===== config.mk =====
export PLATFORM = sky130hd
export DESIGN_NAME = lane_serializer
export DESIGN_NICKNAME = d
export VERILOG_FILES = /design/src/rtl/lane_serializer.sv
export SDC_FILE = /design/constraint.sdc
export NUM_CORES = 1
export LEC_CHECK = 0
export ABC_AREA = 0
export BUFFER_PORTS_ARGS = -buffer_cell sky130_fd_sc_hd__buf_2
export CORE_MARGIN = 2
export CORE_UTILIZATION = 45
export CTS_CLUSTER_DIAMETER = 50
export DETAILED_ROUTE_END_ITERATION = 10
export PLACE_DENSITY_LB_ADDON = 0.3
export SYNTH_ARGS = -nofsm -noshare
export SYNTH_HDL_FRONTEND = slang
export SYNTH_SLANG_ARGS = --single-unit

===== constraint.sdc =====
create_clock -name clk -period 7.3 [get_ports clk]
set_clock_uncertainty 0.15 [all_clocks]
set_input_delay 0.365 -clock clk [delete_from_list [all_inputs] [get_ports clk]]
set_output_delay 0.365 -clock clk [all_outputs]
set_load 0.01 [all_outputs]

===== src/rtl/lane_serializer.sv =====
// Parallel-to-beat serializer: splits a WIDTH-bit word into WIDTH/LANES beats of LANES bits,
// MSB- or LSB-first per word, with a one-word holding buffer for back-to-back words.
module lane_serializer #(
  parameter int WIDTH = 100,
  parameter int LANES = 1
) (
  input  logic             clk,
  input  logic             reset,
  input  logic [WIDTH-1:0] data_i,
  input  logic             lsb_first_i,
  input  logic             valid_i,
  output logic             ready_o,
  output logic [LANES-1:0] data_o,
  output logic             valid_o,
  output logic             last_o,
  input  logic             ready_i,
  output logic             dbg_state
);

  localparam int BEATS = WIDTH / LANES;
  localparam int CNT_W = (BEATS > 1) ? $clog2(BEATS) : 1;
  localparam logic [CNT_W-1:0] CNT_LOAD = CNT_W'(BEATS - 1);

  if ((WIDTH < 1) || (LANES < 1) || (WIDTH % LANES != 0)) begin : g_bad_params
    $error("lane_serializer: WIDTH must be a positive multiple of LANES");
  end

  typedef enum logic {
    IDLE  = 1'b0,
    SHIFT = 1'b1
  } state_e;

  state_e           state;
  logic [WIDTH-1:0] shifter;
  logic [CNT_W-1:0] cnt;
  logic             lsb_first_q;
  logic [WIDTH-1:0] hold_data;
  logic             hold_lsb;
  logic             hold_full;

  logic accept;
  logic xfer;
  logic load;

  // Handshake: a word moves on valid_i && ready_o, a beat moves on valid_o && ready_i.
  // valid_o stays high with stable data_o/last_o until its beat transfers.
  assign ready_o   = !hold_full && !reset;
  assign valid_o   = (state == SHIFT);
  assign last_o    = valid_o && (cnt == '0);
  assign data_o    = lsb_first_q ? shifter[LANES-1:0] : shifter[WIDTH-1 -: LANES];
  assign dbg_state = (state == SHIFT);

  assign accept = valid_i && ready_o;
  assign xfer   = valid_o && ready_i;
  // The shifter may take a new word whenever it is empty or its final beat is leaving.
  assign load   = (state == IDLE) || (xfer && last_o);

  always_ff @(posedge clk) begin
    if (reset) begin
      state       <= IDLE;
      shifter     <= '0;
      cnt         <= '0;
      lsb_first_q <= 1'b0;
      hold_data   <= '0;
      hold_lsb    <= 1'b0;
      hold_full   <= 1'b0;
    end else if (load) begin
      if (hold_full) begin
        shifter     <= hold_data;
        lsb_first_q <= hold_lsb;
        cnt         <= CNT_LOAD;
        state       <= SHIFT;
        hold_full   <= accept;
        if (accept) begin
          hold_data <= data_i;
          hold_lsb  <= lsb_first_i;
        end
      end else if (accept) begin
        shifter     <= data_i;
        lsb_first_q <= lsb_first_i;
        cnt         <= CNT_LOAD;
        state       <= SHIFT;
      end else begin
        state <= IDLE;
      end
    end else begin
      if (xfer) begin
        shifter <= lsb_first_q ? (shifter >> LANES) : (shifter << LANES);
        cnt     <= cnt - 1'b1;
      end
      if (accept) begin
        hold_data <= data_i;
        hold_lsb  <= lsb_first_i;
        hold_full <= 1'b1;
      end
    end
  end

endmodule


Word-level counts from Yosys, hierarchy flattened
Index checks and enable logic that the tools add are counted.
Widths: inputs -> output; s select.
- RAM bits: 0
- latch bits: 0
- memories: 0
- input bits: 105
- output and inout bits: 5
- register bits after elaboration: 211
- word-level logic and storage cells: 48
- memory bits (read-only): 0
- $mul: 0
- muxes and demuxes: 23
- magnitude comparators: 0
- reduce and logical (&&, ||, !) cells: 14
- eq/ne operators: 2
- bitwise operators: 1
- add/sub/neg operators: 1
- div/mod/pow operators: 0
- shifts and indexed selects: 0
- operators with widths (cell ; number):
    $mux 100 ; 8
    $mux 7 ; 4
    $mux 1 ; 11
    $logic_not 7->1 ; 1
    $sub 7x1->7 const B ; 1
    $reduce_bool 2->1 ; 3
    $logic_and 1x1->1 ; 5
    $reduce_and 2->1 ; 2
    $ne 3x3->1 const B ; 1
    $logic_not 1->1 ; 2
    $ne 2x2->1 const B ; 1
    $logic_or 1x1->1 ; 1
    $not 1->1 ; 1

Logic depth before layout (Yosys ltp)
- depth in word-level cells: 6
- depth in mapped cells: 10

Worst setup path after synthesis
OpenSTA, ideal clock, no wires.
- path type: register -> register
- from: reg cnt[0]
- to: reg shifter[10]
- arrival time: 2.305 ns
- path slack: 4.727 ns
- stages on the path, launching flop included: 11
- library setup time: 0.117 ns
- required time: 7.033 ns
- clock period less this slack: 2.573 ns
- cell sequence: dfxtp_1 > inv_1 > ha_1 > or3b_1 > clkbuf_2 > or4b_1 > buf_2 > and3_1 > buf_6 > buf_6 > a32o_1
- longest elaborated chain between the ends: 6
- RTL lines (element ; line ; source):
    from (decl) ; 35 ; logic [CNT_W-1:0] cnt;
    from (signal assigned) ; 89 ; cnt <= cnt - 1'b1;
    $logic_not 7->1 * ; 49 ; assign last_o = valid_o && (cnt == '0);
    $logic_and 1x1->1 * ; 49 ;
    $logic_and 1x1->1 * ; 56 ; assign load = (state == IDLE) || (xfer && last_o);
    $logic_or 1x1->1 * ; 56 ;
    $ne 3x3->1 (no source line) / $reduce_bool 2->1 (equally long branches) ; - ;
    $reduce_and 2->1 (no source line) ; - ;
    to (signal assigned) ; 69 ; shifter <= hold_data;
    to (signal assigned) ; 79 ; shifter <= data_i;
    to (signal assigned) ; 88 ; shifter <= lsb_first_q ? (shifter >> LANES) : (shifter << LANES);
    to (decl) ; 34 ; logic [WIDTH-1:0] shifter;
Mark *: on every way between the ends. The rest lies on a longest branch, timed or not.
A chain may end at the register's enable or synchronous reset.

Final worst setup path
- from: reg cnt[0]
- to: reg shifter[0]
Same word-level chain as after synthesis.

==> flow_summary.toml <==
[status]
status = "finished clean"

[setup_path]
crit_chain = "inv_1, ha_1, or3b_1, or4b_1, a21oi_4, buf_4, a22o_1"
critPathKind = "reg -> reg"
arrival_ns = 4.25
cp_slowest_cell = "a21oi_4"
worst_setup_path_end_kind = "flip-flop"
worstPathMaxFanout = 66
crit_required_ns = 7.62
slowest_delay_ns = 0.82
worst_setup_path_start_kind = "flip-flop"

[cells_and_area]
final_area_mm2 = 0.0126
final_cell_mix = "nand2_1 (401), dfxtp_1 (209), mux2i_1 (201), a21oi_1 (108), buf_2 (108)"
drive_above_1_share = 0.129
final_cell_count_no_fill = 1624
nets = 1423
syn2layout_area_growth_pct = 23.6
final_common_cell = "nand2_1"
fillers = 2006

[floorplanning]
io_pins = 110
core_mm2 = 0.0224
fp.dieW_um = 154
die_area_mm2 = 0.0238
rows = 55
initial_core_util = 0.454
die_h_um = 154

[timing]
worstMarginPinSlew_ns = 1.13
period_needed_ns = 3.93
max_freq_mhz = 254
drv_slew = 0
finalSetupViolations = 0
min_period_over_period = 0.538
setup_ws_ns = 3.37
hold_viol = 0
finalSetupTns_ns = 0
rsz0062_at_grt = "no"
slew-limit-headroom = 0.244

[worst_hold_path]
hp-class = "in -> reg"

[route]
drt_wl_total_um = 24300
wl_met2_um = 11600
dr.pass1.iters = 5
first_iter_violations = 589
via_per_inst = 5.38
wl_met1_um = 11300
met3_length_um = 906
post_drt_wl_per_cell_um = 14.9
ant_nets = 0
drc = 0
routed.top_layer = "met4"
vias = 8738

[clock_tree]
clockBufferDepth = 3
cts.sinks = 211
tritoncts = "done"
cts_htree_levels = 1
clkLatencyLatePin_ns = 0.54
cts_buffers = 27
cts_root_buf = "clkbuf_16"
post_cts_buffers = 0
clkTransAtPathRegs_ns = 0.06
ctsResizeCount = 0

[placed_design]
place_area_mm2 = 0.0106
io_buffers = 109
dp.cells = 1472
gp_congestion = 0.768
hpwlAfterDp_um = 13800
dp_slack_ns = 3.48

[flow_run]
maxCapViolCount = 0

[synth]
ys_seq_area_frac = 0.415
netlist_instances = 1176
ys.flop_type = "dfxtp_1"
synth_edf_count = 0
syn_avg_cell_area_um2 = 8.65
synth_seq_cells = 211
yosys_warnings = 0
yosys.cell_types.count = 41
synthArstFlopShare = 0
syn_area_mm2 = 0.0102
syn_nets = 1282

[power]
power_density_mw_per_mm2 = 255
ir_drop_mv = 0.141
power_leakage_nw = 4.44

[global_routing]
grt_pass1_wl_um = 40200
grt-ovfl-total = 0
grt_use_total = 0.199
grt_max_degree = 102
antenna_found_initial = 0
grt_pass1_vias = 8275
power by group:
part | leakage (nW) | switching [W] | total (W) | internal, W
clock network | 0.451 | 0.000508 | 0.00137 | 0.000866
logic | 2.27 | 0.000265 | 0.000496 | 0.000231
registers | 1.72 | 0.0000851 | 0.00134 | 0.00125
total | 4.44 | 0.000859 | 0.00321 | 0.00235
through the flow:
| stage | utilization | total power (W) | hold WS, ns |
|---|---|---|---|
| finish | 0.561 | 0.00321 | 0.105 |
| global placement | 0.474 | 0.00180 | 0.291 |
| global route | 0.560 | 0.00336 | 0.107 |
| floorplan | - | 0.00170 | 0.286 |
| detailed placement | 0.474 | 0.00181 | 0.296 |
| CTS | 0.560 | 0.00323 | 0.0901 |
cells by family (layout without fill, tap and decap cells):
| family | after synthesis | in the layout | synth area share |
|---|---|---|---|
| flip-flops | 211 | 211 | 0.415 |
| buffers and inverters | 110 | 272 | 0.0561 |
| AO/OA/AOI/OAI | 226 | 226 | 0.165 |
| adder cells (fa/ha/maj) | 1 | 1 | 0.00123 |
| other | 0 | 1 | 0 |
| multiplexers | 202 | 202 | 0.199 |
| AND/OR/NAND/NOR | 426 | 426 | 0.164 |
sequential cells by signal, indices dropped and copies added, names as in the netlist:
register	cells
cnt	7
dbg_state	1
hold_full	1
hold_lsb	1
hold_data	100
shifter	100
lsb_first_q	1
final cells by class:
cell class,count,area [um2],area share
Multi-Input combinational cell,855,5410,0.430
Sequential cell,211,4230,0.337
Timing Repair Buffer,218,1620,0.129
Clock buffer,38,757,0.0602
Tap cell,285,357,0.0284
Clock inverter,12,180,0.0143
Inverter,4,15.0,0.00119
Antenna cell,1,2.50,0.000199
layer usage:
metal,vias up,GRT usage
met5,-,0
met4,0,0.0564
met3,39,0.0300
met2,142,0.342
met1,4132,0.261
li1,4425,-
what timing repair did:
| item | 4_1_cts | 5_1_grt |
|---|---|---|
| setup endpoints to repair | 0 | 0 |
| hold buffers | 101 | 0 |
| hold endpoints to repair | 101 | 0 |
synth_stat cells (2+ instances only):
master    number  area share
and3_1         2      0.0012
nor2_1         2     0.00074
nand2_1      401        0.15
dfxtp_1      211        0.42
a31oi_1        2      0.0012
buf_1          4      0.0015
a211oi_1       2      0.0015
nand3_1        3      0.0015
nor3_1         4      0.0020
nand2b_1       2      0.0012
buf_4          3      0.0022
a22o_1         2      0.0017
inv_1          4      0.0015
a311oi_1       2      0.0017
mux2i_1      201        0.20
a32o_1        98       0.096
o21ai_0        3      0.0015
o21a_1         2      0.0015
or2_2          2      0.0012
clkbuf_1      77       0.028
nor3b_1        3      0.0022
buf_2          2     0.00098
buf_6         19       0.021
a21oi_1      108       0.053
critical path: cells and delay by family (launching register included):
kind                     cells  cell delay [ns]
AND/OR/NAND/NOR              2             1.25
AO/OA/AOI/OAI                2             1.07
buffers and inverters        2             0.79
flip-flops                   1             0.34
adder cells (fa/ha/maj)      1             0.20
path summary, 6_finish.rpt:
| path | startpoint | to | slack (ns) | depth (start not counted) |
|---|---|---|---|---|
| max | cnt[0] | shifter[0] | 3.37 | 7 |
| min | reset | hold_data[97] | 0.11 | 2 |
| max reg2reg | cnt[0] | shifter[0] | 3.37 | 7 |
| min reg2reg | hold_data[6] | hold_data[6] | 0.30 | 2 |
Note: power is estimated with default switching activity, not from simulation.
